==> src/rtl/loop_unrll_ctrl.sv <==
// Loop-unroll sequencer: replays a short backward-branch loop body UNRLL_FACTOR-1 extra times.
// Define LOOP_UNRLL_STATS_EN to add unrll_cnt_out, a saturating count of completed unrolls.
module loop_unrll_ctrl #(
  parameter int UNRLL_FACTOR = 4,
  parameter int MAX_BODY     = 16,
  parameter int ITER_W       = 3
) (
  input  logic              clk,
  input  logic              rst_n,
  input  logic              inst_valid_in,
  input  logic              bck_lp_in,
  input  logic              pred_result_in,
  input  logic [15:0]       cur_PC_in,
  input  logic [15:0]       tgt_PC_in,
  input  logic              stall_in,
  input  logic              flush_in,
  output logic              unrll_act_out,
  output logic [15:0]       fetch_PC_out,
  output logic              fetch_vld_out,
  output logic              fnsh_unrll_out,
  output logic [ITER_W-1:0] unrll_iter_out
`ifdef LOOP_UNRLL_STATS_EN
  ,
  output logic [15:0]       unrll_cnt_out
`endif
);

  typedef enum logic {IDLE, REPLAY} state_e;

  localparam logic [15:0]       MAX_LEN   = 16'(MAX_BODY);
  localparam logic [ITER_W-1:0] LAST_ITER = ITER_W'(UNRLL_FACTOR - 1);
  localparam logic [ITER_W-1:0] FULL_ITER = ITER_W'(UNRLL_FACTOR);

  state_e            state_q, state_d;
  logic [15:0]       lp_start_q, lp_start_d;
  logic [15:0]       lp_end_q, lp_end_d;
  logic [15:0]       ptr_q, ptr_d;
  logic [15:0]       last_pc_q, last_pc_d;
  logic [ITER_W-1:0] iter_q, iter_d;
  logic              squash_q, squash_d;

  logic [15:0] body_len;
  logic        len_ok;
  logic        trig;
  logic        at_end;
  logic        last_copy;
  logic        in_replay;

  assign body_len  = cur_PC_in - tgt_PC_in + 16'd1;
  assign len_ok    = (body_len != 16'd0) && (body_len <= MAX_LEN);
  assign in_replay = (state_q == REPLAY);
  assign trig      = !in_replay && inst_valid_in && bck_lp_in && pred_result_in &&
                     !stall_in && !flush_in && len_ok;
  assign at_end    = (ptr_q == lp_end_q);
  assign last_copy = (iter_q == LAST_ITER);

  // NOTE: every _d gets its current value first, so no path through the
  // case statement can leave a signal unassigned and infer a latch.
  always_comb begin
    state_d    = state_q;
    lp_start_d = lp_start_q;
    lp_end_d   = lp_end_q;
    ptr_d      = ptr_q;
    last_pc_d  = last_pc_q;
    iter_d     = iter_q;
    squash_d   = squash_q;
    if (flush_in) begin
      state_d  = IDLE;
      squash_d = 1'b0;
      iter_d   = '0;
    end else begin
      unique case (state_q)
        IDLE: begin
          if (trig) begin
            state_d    = REPLAY;
            lp_start_d = tgt_PC_in;
            lp_end_d   = cur_PC_in;
            ptr_d      = tgt_PC_in;
            last_pc_d  = tgt_PC_in;
            iter_d     = ITER_W'(1);
          end
        end
        REPLAY: begin
          if (!stall_in) begin
            last_pc_d = ptr_q;
            if (!at_end) begin
              ptr_d    = ptr_q + 16'd1;
              squash_d = 1'b0;
            end else if (!last_copy) begin
              // Interior copy end: its back-branch reaches decode next cycle and is squashed.
              squash_d = 1'b1;
              iter_d   = iter_q + ITER_W'(1);
              ptr_d    = lp_start_q;
            end else begin
              squash_d = 1'b0;
              iter_d   = FULL_ITER;
              state_d  = IDLE;
            end
          end
        end
        default: state_d = IDLE;
      endcase
    end
  end

  // NOTE: state registers use non-blocking assignments so every flop samples
  // the pre-edge values regardless of statement order.
  always_ff @(posedge clk or negedge rst_n) begin
    if (!rst_n) begin
      state_q    <= IDLE;
      lp_start_q <= '0;
      lp_end_q   <= '0;
      ptr_q      <= '0;
      last_pc_q  <= '0;
      iter_q     <= '0;
      squash_q   <= 1'b0;
    end else begin
      state_q    <= state_d;
      lp_start_q <= lp_start_d;
      lp_end_q   <= lp_end_d;
      ptr_q      <= ptr_d;
      last_pc_q  <= last_pc_d;
      iter_q     <= iter_d;
      squash_q   <= squash_d;
    end
  end

  always_comb begin
    unrll_act_out  = in_replay;
    fetch_vld_out  = in_replay && !stall_in && !flush_in;
    fnsh_unrll_out = !flush_in && (trig || squash_q);
    unrll_iter_out = iter_q;
    fetch_PC_out   = '0;
    // While stalled the fetch bus keeps showing the last PC actually issued.
    if (in_replay) fetch_PC_out = stall_in ? last_pc_q : ptr_q;
  end

`ifdef LOOP_UNRLL_STATS_EN
  logic [15:0] cnt_q, cnt_d;
  logic        cmpl;

  assign cmpl = in_replay && !stall_in && !flush_in && at_end && last_copy;

  always_comb begin
    cnt_d = cnt_q;
    if (cmpl && (cnt_q != 16'hFFFF)) cnt_d = cnt_q + 16'd1;
  end

  always_ff @(posedge clk or negedge rst_n) begin
    if (!rst_n) cnt_q <= '0;
    else        cnt_q <= cnt_d;
  end

  assign unrll_cnt_out = cnt_q;
`else
  // Statistics counter not built.
`endif

endmodule
==> config.mk <==
export PLATFORM = sky130hd
export DESIGN_NAME = loop_unrll_ctrl
export DESIGN_NICKNAME = d
export VERILOG_FILES = /design/src/rtl/loop_unrll_ctrl.sv
export SDC_FILE = /design/constraint.sdc
export NUM_CORES = 1
export LEC_CHECK = 0
export ABC_AREA = 1
export BUFFER_PORTS_ARGS = -buffer_cell sky130_fd_sc_hd__buf_4
export CAP_MARGIN = 20
export CORE_ASPECT_RATIO = 0.75
export CORE_MARGIN = 4
export CORE_UTILIZATION = 64
export CTS_BUF_LIST = sky130_fd_sc_hd__clkbuf_16
export CTS_CLUSTER_DIAMETER = 60
export CTS_CLUSTER_SIZE = 12
export DETAILED_ROUTE_END_ITERATION = 6
export GPL_TIMING_DRIVEN = 0
export PLACE_DENSITY = 0.83
export REMOVE_ABC_BUFFERS = 1
export SYNTH_ARGS = -nofsm -noshare
export SYNTH_HDL_FRONTEND = slang
export SYNTH_SLANG_ARGS = --single-unit
==> constraint.sdc <==
create_clock -name clk -period 5.7 [get_ports clk]
set_input_delay 0.285 -clock clk [delete_from_list [all_inputs] [get_ports clk]]
set_output_delay 0.285 -clock clk [all_outputs]
set_load 0.01 [all_outputs]
==> impl_results.md <==
- Die H: 86.5 um
- Core area: 7950 um2
- Clock Latency Late Sink: 0.34 ns
- IO Port Bufs: 60
- Root Driver: clkbuf_16
- Worst Path Buf+Inv: 5
- Setup TNS: 0 ns
- Endpoints failing hold: 0
- Critical path fanouts, max: 50
- Initial DRC count: 646
- Ratio of cells with drive above 1 in the final layout: 0.117
- Final setup viols: 0
- Startpoint Class: input port
- Logic pwr share: 0.226
- Worst vdd ir: 225 uV
- Number of max-cap violations: 0
- CTS Buf Count: 9
- Hold slack: 0.0557 ns
- Routability congestion estimate: 0.946
- Area contributors post-synth: dfrtp_1 (33%), nand2_1 (16%), ha_1 (7.6%), inv_1 (7.1%), nand3_1 (5.6%)
- Post-synth EDFFs: 0
- Async set-reset flop share out of synthesis: 1.00
- Initial antenna violation count: 0
- CTS Hold Buffers Added: 0
- H-tree depth: 3
- Initial core utilization: 0.660
- Die ar.: 9740 um2
- Global-route wire length before repair: 23.8 mm
- #FFs+latches synth: 69
- Net switching power: 0.413 mW
- Total power: 1.32 mW
- CTS tree: built
- Vias in the first global route: 4872
- Pin count of the biggest net entering global routing: 70
- Overall routing resource usage: 0.305
- Max clock buf depth: 2
- Die X: 113 um
- Post-CTS sizing: 0
- Main flop type after synthesis: dfrtp_1
- Setup Fix Bufs, Post-CTS: 0
- Detailed-route wire length: 14.6 mm
- Internal power: 0.903 mW
- Antenna violation net count after detailed routing: 0
- CP cell instances: buf_4 > inv_1 > ha_1 > inv_1 > ha_1 > inv_1 > fa_1 > inv_1 > nand2_1 > nand2_1 > nand3_1 > nand2_1 > nand2_1 > nand2_1 > nand2_1 > nand2_1 > nand2_1 > nor2_4 > nand2_4 > nand2_4 > nand2_2 > nand2_1 > nand2_1
- Relative slew slack: 0.416
- Hold Crit Class: input port to async pin
- Outcome: completed
- Switch share: 0.314
- Pins over their slew limit: 0
- Cell taking the most area after synthesis: dfrtp_1
- Initial DRT Pass Iterations: 5
- Crit share post-route: 0.730
- Vias/cell: 5.63
- Netlist cell types: 35
- TritonCTS Sinks: 69
- Synth Instances: 764
- # nets final: 879
- # IOs: 61
- CP endpoint kind: flop
- Final min period: 4.16 ns
- CP required: 5.92 ns
- Crit path DAT: 4.39 ns
- DR vias: 5165
- Worst-path clk slew: 0.06 ns
- Clk_skew: 0.00738 ns
- Most common cell in the synthesized netlist: nand2_1
- Worst Tran Pin Value: 0.876 ns
- Synth-to-Final Area Change: 13.5%
- Clk pwr share: 0.373
- Final Core Density: 0.750
- Number of core rows: 28
- Global route overflow: 0
- Post-DP HPWL: 10.5 mm
- Synth top area share: 0.329
- Peak Freq: 240 MHz
- Syn avg cell area: 6.88 um2
- CP Class: input port to flop
- Max incr delay on CP: 0.55 ns
- CP top delay family: simple AND/OR/NAND/NOR gates
- # diodes: 0
- Mapped Area: 5250 um2
- Sequential power share: 0.401
- RSZ-0062 raised after global routing: no
- Register area share after synthesis: 0.329
- Per-cell routed wire length: 15.9 um
- Ys Warns: 0
- DR DRC count: 0
- Leakage: 3.17 nW
- Worst path slowest cell: nand2_4
- PwrDens: 221 nW/um2
- Commonest cells in the netlist: nand2_1 (224), inv_1 (100), nor2_1 (71)
- Most used cell, CP: nand2_1
- FILL cells: 623
[power by group through the flow]
| stage | registers (mW) | logic (mW) | clock network, mW |
|---|---|---|---|
| CTS | 0.527 | 0.293 | 0.492 |
| global placement | 0.535 | 0.282 | 0 |
| floorplan | 0.531 | 0.200 | 0 |
| global route | 0.530 | 0.334 | 0.517 |
| detailed placement | 0.535 | 0.289 | 0 |
| finish | 0.527 | 0.297 | 0.491 |
[per-layer routing]
layer	share of wire	vias up	track usage
met5	0	-	0
met4	0.027	0	0.0993
met3	0.088	32	0.0761
met2	0.43	252	0.457
met1	0.46	2352	0.436
li1	-	2529	-
[per-stage QoR]
stage / instances / cell area (um2) / setup WS [ns]
4_1_cts: 915 / 5930 / 1.62
5_1_grt: 917 / 5960 / 1.21
2_1_floorplan: 734 / 5090 / 2.37
6_report: 917 / 5960 / 1.54
3_5_place_dp: 899 / 5670 / 1.30
3_3_place_gp: 899 / 5670 / 1.40
[cells by family after synthesis]
logic type               Yosys count  share of synthesized area
AND/OR/NAND/NOR                  394                      0.321
XOR/XNOR                          26                     0.0434
AO/OA/AOI/OAI                    106                      0.119
buffers and inverters            136                      0.107
flip-flops                        69                      0.329
adder cells (fa/ha/maj)           33                     0.0800
[placed cells by master (no fill, tap or decap), types with 2 or more instances in the layout]
cell type,count
a21oi_1,23
and2_1,2
buf_4,61
clkbuf_16,9
clkinv_1,2
clkinv_2,3
dfrtp_1,69
ha_1,32
inv_1,101
inv_2,6
nand2_1,224
nand2_2,5
nand2_4,2
nand3_1,59
nand4_1,17
nor2_1,71
nor3_1,5
o211ai_1,12
o21ai_0,21
o21ai_1,16
o21bai_1,16
o22ai_1,16
or2_2,4
xnor2_1,17
xor2_1,9
[area by class of cell]
type	count	area (um2)	area share
inverter	106	398	0.0667
tap	105	131	0.0220
clock inverter	7	33.8	0.00567
clock buffer	9	225	0.0378
multi-input combinational	559	2960	0.497
sequential	69	1730	0.290
timing repair buffer	62	485	0.0814
[state kept, by name, summed over array words and instances (netlist names)]
signal	count
last_pc_q	16
lp_end_q	16
unrll_iter_out	3
lp_start_q	16
squash_q	1
unrll_act_out	1
ptr_q	16
[final timing paths]
check / startpoint / endpoint / slack [ns] / cells past startpoint
setup / recovery: cur_PC_in[1] / ptr_q[6]$_DFFE_PN0P_ / 1.54 / 23
hold / removal: rst_n / lp_end_q[4]$_DFFE_PN0P_ / 0.06 / 1
setup reg to reg: unrll_act_out$_DFF_PN0_ / ptr_q[6]$_DFFE_PN0P_ / 2.09 / 11
hold reg to reg: lp_start_q[1]$_DFFE_PN0P_ / lp_start_q[1]$_DFFE_PN0P_ / 0.49 / 2
max in group asynchronous: rst_n / ptr_q[10]$_DFFE_PN0P_ / 5.06 / 1
min in group clk: flush_in / squash_q$_DFFE_PN0P_ / 0.20 / 2
Note: power is estimated with default switching activity, not from simulation.
